`src/rtl/window_former.sv`:
```
`default_nettype none
// window_former: turns a stream of WIN_SIZE-tall column beats into
// WIN_SIZE x WIN_SIZE x CH_NUM sliding windows with row/column stride.
module window_former #(
  parameter int FRAME_H_MAX = 224,
  parameter int FRAME_W_MAX = 224,
  parameter int DIN_WIDTH   = 8,
  parameter int WIN_SIZE    = 3,
  parameter int CH_NUM      = 3,
  parameter int STRIDE      = 1
) (
  input  logic                                                   clk,
  input  logic                                                   reset,
  input  logic [$clog2(FRAME_H_MAX):0]                           frame_h,
  input  logic [$clog2(FRAME_W_MAX):0]                           frame_w,
  input  logic                                                   frame_start,
  input  logic                                                   din_vld,
  input  logic [WIN_SIZE-1:0][CH_NUM-1:0][DIN_WIDTH-1:0]         din_col,
  output logic                                                   win_vld,
  output logic [WIN_SIZE-1:0][WIN_SIZE-1:0][CH_NUM-1:0][DIN_WIDTH-1:0] win,
  output logic                                                   win_first,
  output logic                                                   win_last,
  output logic                                                   frame_done,
  output logic                                                   err_cfg,
  output logic                                                   err_abort
);

  localparam int HW = $clog2(FRAME_H_MAX) + 1;
  localparam int WW = $clog2(FRAME_W_MAX) + 1;
  localparam int PW = (STRIDE > 1) ? $clog2(STRIDE) : 1;

  localparam logic [HW-1:0] H_MAX     = HW'(FRAME_H_MAX);
  localparam logic [WW-1:0] W_MAX     = WW'(FRAME_W_MAX);
  localparam logic [HW-1:0] WIN_H     = HW'(WIN_SIZE);
  localparam logic [WW-1:0] WIN_W     = WW'(WIN_SIZE);
  localparam logic [WW-1:0] W_ONE     = WW'(1);
  localparam logic [HW-1:0] H_ONE     = HW'(1);
  localparam logic [WW-1:0] COL_FIRST = WW'(WIN_SIZE - 1);
  localparam logic [PW-1:0] PH_LAST   = PW'(STRIDE - 1);
  localparam logic [PW-1:0] PH_ONE    = PW'(1);
  localparam logic [HW:0]   ROW_REACH = (HW+1)'(STRIDE + WIN_SIZE);
  localparam logic [WW:0]   COL_REACH = (WW+1)'(STRIDE);

  localparam logic [0:0] S_IDLE   = 1'b0;
  localparam logic [0:0] S_ACTIVE = 1'b1;

  typedef logic [WIN_SIZE-1:0][CH_NUM-1:0][DIN_WIDTH-1:0] col_t;

  logic [0:0]    state, state_nxt;
  logic [HW-1:0] fh, row;
  logic [WW-1:0] fw, col;
  logic [PW-1:0] col_ph, row_ph;
  col_t          hist [WIN_SIZE-1];

  logic cfg_bad, col_last, row_last, pos_ok, last_pos;
  logic accept, emit, done_beat, abort;

  assign cfg_bad  = (frame_w < WIN_W) || (frame_h < WIN_H) ||
                    (frame_w > W_MAX) || (frame_h > H_MAX);
  assign col_last = (col == fw - W_ONE);
  assign row_last = (row == fh - WIN_H);
  assign pos_ok   = (col >= COL_FIRST) && (col_ph == '0) && (row_ph == '0);
  // Last window: no further stride step fits in either dimension.
  assign last_pos = (({1'b0, row} + ROW_REACH) > {1'b0, fh}) &&
                    (({1'b0, col} + COL_REACH) >= {1'b0, fw});

  always_ff @(posedge clk) begin
    if (reset) state <= S_IDLE;
    else       state <= state_nxt;
  end

  always_comb begin
    state_nxt = state;
    case (state)
      S_IDLE: begin
        if (frame_start && !cfg_bad) state_nxt = S_ACTIVE;
      end
      S_ACTIVE: begin
        if (frame_start)                            state_nxt = cfg_bad ? S_IDLE : S_ACTIVE;
        else if (din_vld && col_last && row_last)   state_nxt = S_IDLE;
      end
      default: state_nxt = S_IDLE;
    endcase
  end

  always_comb begin
    accept    = (state == S_ACTIVE) && din_vld && !frame_start;
    emit      = accept && pos_ok;
    done_beat = accept && col_last && row_last;
    abort     = (state == S_ACTIVE) && frame_start;
  end

  always_ff @(posedge clk) begin
    if (reset) begin
      fh         <= '0;
      fw         <= '0;
      row        <= '0;
      col        <= '0;
      col_ph     <= '0;
      row_ph     <= '0;
      win_vld    <= 1'b0;
      win_first  <= 1'b0;
      win_last   <= 1'b0;
      frame_done <= 1'b0;
      err_cfg    <= 1'b0;
      err_abort  <= 1'b0;
      win        <= '0;
      for (int k = 0; k < WIN_SIZE-1; k++) hist[k] <= '0;
    end else begin
      win_vld    <= emit;
      win_first  <= emit && (row == '0) && (col == COL_FIRST);
      win_last   <= emit && last_pos;
      frame_done <= done_beat;
      err_cfg    <= frame_start && cfg_bad;
      err_abort  <= abort;
      if (frame_start) begin
        fh     <= frame_h;
        fw     <= frame_w;
        row    <= '0;
        col    <= '0;
        col_ph <= '0;
        row_ph <= '0;
      end else if (accept) begin
        hist[0] <= din_col;
        for (int k = 1; k < WIN_SIZE-1; k++) hist[k] <= hist[k-1];
        if (col_last) begin
          col    <= '0;
          col_ph <= '0;
          row    <= row + H_ONE;
          row_ph <= (row_ph == PH_LAST) ? '0 : row_ph + PH_ONE;
        end else begin
          col <= col + W_ONE;
          if (col >= COL_FIRST) col_ph <= (col_ph == PH_LAST) ? '0 : col_ph + PH_ONE;
        end
        // Window data only loads on emit so it stays stable between windows.
        if (emit) begin
          for (int r = 0; r < WIN_SIZE; r++) begin
            win[r][0] <= din_col[r];
            for (int c = 1; c < WIN_SIZE; c++) win[r][c] <= hist[c-1][r];
          end
        end
      end
    end
  end

endmodule
`default_nettype wire

```
`config.mk`:
```
export PLATFORM = sky130hd
export DESIGN_NAME = window_former
export DESIGN_NICKNAME = d
export VERILOG_FILES = /design/src/rtl/window_former.sv
export SDC_FILE = /design/constraint.sdc
export NUM_CORES = 1
export LEC_CHECK = 0
export ABC_AREA = 1
export BUFFER_PORTS_ARGS = -buffer_cell sky130_fd_sc_hd__buf_2
export CORE_UTILIZATION = 55
export CTS_CLUSTER_DIAMETER = 30
export DETAILED_ROUTE_END_ITERATION = 8
export GPL_TIMING_DRIVEN = 0
export PLACE_DENSITY = 0.79
export SETUP_SLACK_MARGIN = 0.5
export SLEW_MARGIN = 20
export SYNTH_ARGS = -nofsm -noshare
export SYNTH_HDL_FRONTEND = slang
export SYNTH_SLANG_ARGS = --single-unit
```
`constraint.sdc`:
```
create_clock -name clk -period 8 [get_ports clk]
set_input_delay 1.6 -clock clk [delete_from_list [all_inputs] [get_ports clk]]
set_output_delay 1.6 -clock clk [all_outputs]
set_load 0.05 [all_outputs]
```
# After elaboration in Yosys (flattened, before gate mapping)
# Memory sizes are Yosys's and may differ from the RTL's. A register that Yosys moved wholly into a read port is not among the register bits.
# Index checks and enable logic that the tools add are counted.
word_totals:
  inputBits: 94
  reg_bits: 189
  mem_bits_rw: 144
  out_inout_bits: 222
  word_cells: 101
  mem_count: 1
mem_list:
  columns: ["name", "depth", "word_bits", "read_ports", "rd_ports_with_merged_regs", "wr", "line", "source"]
  rows:
  - ["hist", 2, 72, 2, 1, 2, "53", "col_t hist [WIN_SIZE-1];"]
classes:
  muxes: 18
  n_reduce_logical: 27
  n_lt_le_gt_ge: 7
  n_eq_ne: 3
  n_bitwise: 6
  add_sub_neg: 8
op_table:
  columns: ["cell", "count"]
  rows:
  - ["72-bit 2-to-1 mux", 2]
  - ["9-bit by 1-bit adder with 9-bit output, second input constant", 2]
  - ["9-bit equality test", 2]
  - ["9-bit by 8-bit > comparator with 1-bit output, second input constant", 2]
  - ["9-bit by 2-bit less-than comparator with 1-bit output, second input constant", 2]
  - ["1-bit logical AND", 16]
  - ["1-bit 2-to-1 mux", 14]
  - ["9-bit by 1-bit adder with 10-bit output, second input constant", 1]
  - ["9-bit by 3-bit adder with 10-bit output, second input constant", 1]
  - ["10-bit by 9-bit greater-or-equal comparator with 1-bit output", 1]
  - ["10-bit by 9-bit > comparator with 1-bit output", 1]
  - ["9-bit by 2-bit equality test with 1-bit output, second input constant", 1]
  - ["9-bit by 2-bit greater-or-equal comparator with 1-bit output, second input constant", 1]
  - ["9-bit zero test", 1]
  - ["9-bit 2-to-1 mux", 1]
  - ["9-bit by 1-bit subtractor with 9-bit output, second input constant", 1]
  - ["9-bit by 2-bit subtractor with 9-bit output, second input constant", 1]
  - ["1-bit inverter", 4]
  - ["2-bit AND reduction", 2]
  - ["1-bit logical OR", 3]
  - ["3-bit AND reduction", 1]
  - ["1-bit adder, second input constant", 2]
  - ["1-bit zero test", 2]
  - ["1-bit OR", 2]
  - ["other kinds (3)", 3]

# Logic depth before layout (Yosys ltp)
logic_depth:
  depth_word: 8
  depth_mapped: 15
  mapped_depth_nobuf: 15

# Worst setup path after synthesis
# OpenSTA, ideal clock, no wires.
synth_timing:
  kind: "input port to flip-flop"
  start: "input port reset"
  end: "memory hist[0][0] (netlist name), enable pin"
  setup_time_ns: 1.221
  setup_slack_ns: 1.963
  stages: 5
  path_buffers: 3
  t_required_ns: 6.779
  arrival_ns: 4.816
  path_cell_list: "inv_1 > clkbuf_1 > clkbuf_1 > buf_2 > nand2_1"
synth_rtl:
  columns: ["item", "line", "source"]
  rows:
  - ["start, declared", "13", "input logic reset,"]
  - ["end, declared", "53", null]

==> results.cfg <==
[worst_hold_path]
min_from = state$_SDFF_PP0_
timing.hold.worst_path_depth = 2
hold_class = reg2reg
hold_end = err_abort$_SDFF_PP0_

[worst_setup_path]
start_kind = input port
crit_path_end_kind = flip-flop
worst-path-max-fanout = 56
rr_endpoint = hist[1][8]$_SDFFCE_PN0P_
path_class = in2reg
r2r-start = state$_SDFF_PP0_
r2r_slack_ps = 5340
reg2reg_depth = 5
worstPathRequired_ps = 8280
cp.arrival_ps = 4270

[routing]
drtIter0Drc = 950
routedWlPerCell_um = 17.3
routed_via_density = 5.18
via_count = 13600
drc = 0
drt_first_pass_iters = 5
final_antenna_net_count = 0
wl_mm = 45.5

[clock_network]
cts_resized = 0
cts-buffers-inserted = 76
path_clk_slew_ps = 50
clock_latency_ps = 580
htreeDepth = 3
postCtsHoldBufs = 0
cts_sinks = 403
clk_path_buf_depth = 3
post_cts_buffers = 0
cts-root-buf = clkbuf_16
cts_tree = done

[die]
io_pins = 316
initial_core_util_pct = 55.9
die_area_sq_um = 30800
die_x_um = 176
core_sq_um = 29600
core.rowCount = 63
die_h_um = 176

[yosys]
syn_avg_cell_area_sq_um = 9.34
yosys_warnings = 0
yosysTopAreaCell = dfxtp_1
synth_area_sq_um = 16600
synth-seq-cells = 403
yosysTopAreaCellShare_pct = 31.3
synth_area_leaders = dfxtp_1, edfxtp_1, nor2_1, inv_1, o211ai_2
seq_area_frac_synth_pct = 57.4
syn_inst = 1775
syn-num-nets = 1895
yosysUniqueCellTypes = 39

[sta]
tns_ps = 0
rsz0062_at_grt = false
setup_ws_ps = 4010
hold_viol = 0
skew_ps = 35.6
post-route-min-period_ps = 3990
relSlewSlack_pct = 27.5
fmax_mhz = 251
setup_viol = 0
slew_viol_final = 0
worst_pin_slew_ps = 1090
min_period_over_period_pct = 49.9

[global_routing]
grt_max_degree = 57
grt_pass1_wl_mm = 69.9
overflow = 0
first_global_vias = 13300
antenna_found_initial = 2
grt_usage_pct = 29.2

[finish]
fin_cells = 2625
fillCellCount = 2184
fin_nets = 2290
syn_to_final_growth_pct = 28.6
layout-drive-gt1-share_pct = 29.3
fin_util_pct = 72.0

[pwr]
p_total_mw = 5.57
p_leak_nw = 10.2
pwr_density_cell_nw_per_um2 = 261
vdd_drop_max_mv = 0.166

[placement]
portBuffers = 315
place.gp.congestion = 0.912
placedCellCount = 2482
post-place-ws_ps = 3470
dpl.hpwl_mm = 32.0

[flow_run]
max_cap_viol_count = 0

[status]
status = complete, no violations
==> synth_stat cells, drive strengths merged <==
| master | n |
|---|---|
| or3b | 1 |
| inv | 294 |
| o21ai | 157 |
| a41oi | 1 |
| clkbuf | 47 |
| edfxtp | 144 |
| o221a | 1 |
| a211oi | 1 |
| o211ai | 73 |
| a31oi | 1 |
| ha | 26 |
| clkinv | 2 |
| o22ai | 12 |
| nand3b | 2 |
| buf | 49 |
| dfxtp | 259 |
| nand2 | 179 |
| nand4 | 20 |
| nor2 | 339 |
| nor4 | 2 |
| a21oi | 96 |
| o21bai | 2 |
| nand3 | 34 |
| nor3 | 5 |
| or4 | 1 |
| xor2 | 22 |
| xnor2 | 5 |
==> cell usage in the layout (no fill, tap or decap), types with 5 or more instances in the layout <==
master | synthesis | routed
o22ai_1 | 12 | 12
inv_4 | 1 | 6
edfxtp_1 | 144 | 144
nand4_1 | 20 | 20
inv_1 | 289 | 289
xnor2_1 | 5 | 5
clkbuf_1 | 47 | 57
buf_6 | 20 | 20
clkbuf_8 | 0 | 6
ha_1 | 26 | 26
nand2_2 | 71 | 71
o21ai_0 | 143 | 143
clkinv_4 | 0 | 9
o21ai_1 | 14 | 14
nand3_1 | 31 | 31
buf_2 | 19 | 334
nor3_1 | 5 | 5
inv_6 | 0 | 10
nand2_1 | 107 | 106
a21oi_1 | 96 | 96
clkinv_2 | 0 | 7
clkbuf_16 | 0 | 79
dfxtp_1 | 259 | 259
o211ai_2 | 70 | 70
nor2_1 | 334 | 334
buf_4 | 9 | 9
xor2_1 | 22 | 22
==> worst max-delay path by stage <==
stage                     slack [ps]                         to   from
after floorplan                 1960   hist[0][0]$_SDFFCE_PN0P_  reset
after global placement          -480  hist[0][67]$_SDFFCE_PN0P_  reset
after detailed placement        3470  hist[0][65]$_SDFFCE_PN0P_  reset
after CTS                       4050   hist[1][8]$_SDFFCE_PN0P_  reset
after global routing            3880  hist[0][10]$_SDFFCE_PN0P_  reset
final                           4010   hist[1][8]$_SDFFCE_PN0P_  reset
==> cell type report <==
type	count	area, sq um	area share, %
clock inverter	47	529	2.48
inverter	296	1110	5.22
clock buffer	95	2100	9.83
timing repair buffer	317	1620	7.61
tap	390	488	2.29
buffer	96	568	2.66
multi-input combinational	980	5400	25.3
antenna	1	2.50	0.0117
sequential	403	9510	44.6
==> per-stage QoR <==
step           instance area [sq um]  hold WS [ps]
6_report                       21300           475
5_1_grt                        21300           488
4_1_cts                        21300           466
3_5_place_dp                   18700           456
3_3_place_gp                   18600           456
2_1_floorplan                  16600           431
==> power by group <==
part / total, mW / internal, mW / leakage [nW] / switching [mW]
clock network: 3.20 / 2.04 / 1.28 / 1.16
registers: 2.17 / 2.16 / 3.58 / 0.0138
logic: 0.197 / 0.0596 / 5.32 / 0.137
total: 5.57 / 4.26 / 10.2 / 1.31
==> cell families (layout without fill, tap and decap cells) <==
family / Yosys count / in the layout / share of synthesized area, %
AND/OR/NAND/NOR: 583 / 583 / 15.3
flip-flops: 403 / 403 / 57.4
buffers and inverters: 392 / 851 / 10.1
AO/OA/AOI/OAI: 344 / 344 / 13.8
XOR/XNOR: 27 / 27 / 1.43
adder cells (fa/ha/maj): 26 / 26 / 1.96
other: 0 / 1 / 0
==> worst max-delay path, stage by stage <==
cell	delay (ps)
buf_2	140
inv_1	90
clkbuf_1	620
clkbuf_1	440
buf_2	430
nand2_4	470
buf_16	400
==> layer usage <==
layer / wire [um] / up-vias / track usage, %
li1: - / 6551 / -
met1: 18800 / 6416 / 36.5
met2: 21800 / 521 / 48.4
met3: 3310 / 119 / 6.75
met4: 1610 / 2 / 13.2
met5: 11 / - / 0
==> flip-flops by register name, summed over array words and instances (netlist names) <==
signal and count:
fh 9, win 216, col 9, state 1
frame_done 1, fw 9, err_cfg 1, win_first 1
hist 144, win_last 1, err_abort 1, row 9
win_vld 1
No activity file was read; power rests on OpenSTA's default activity.
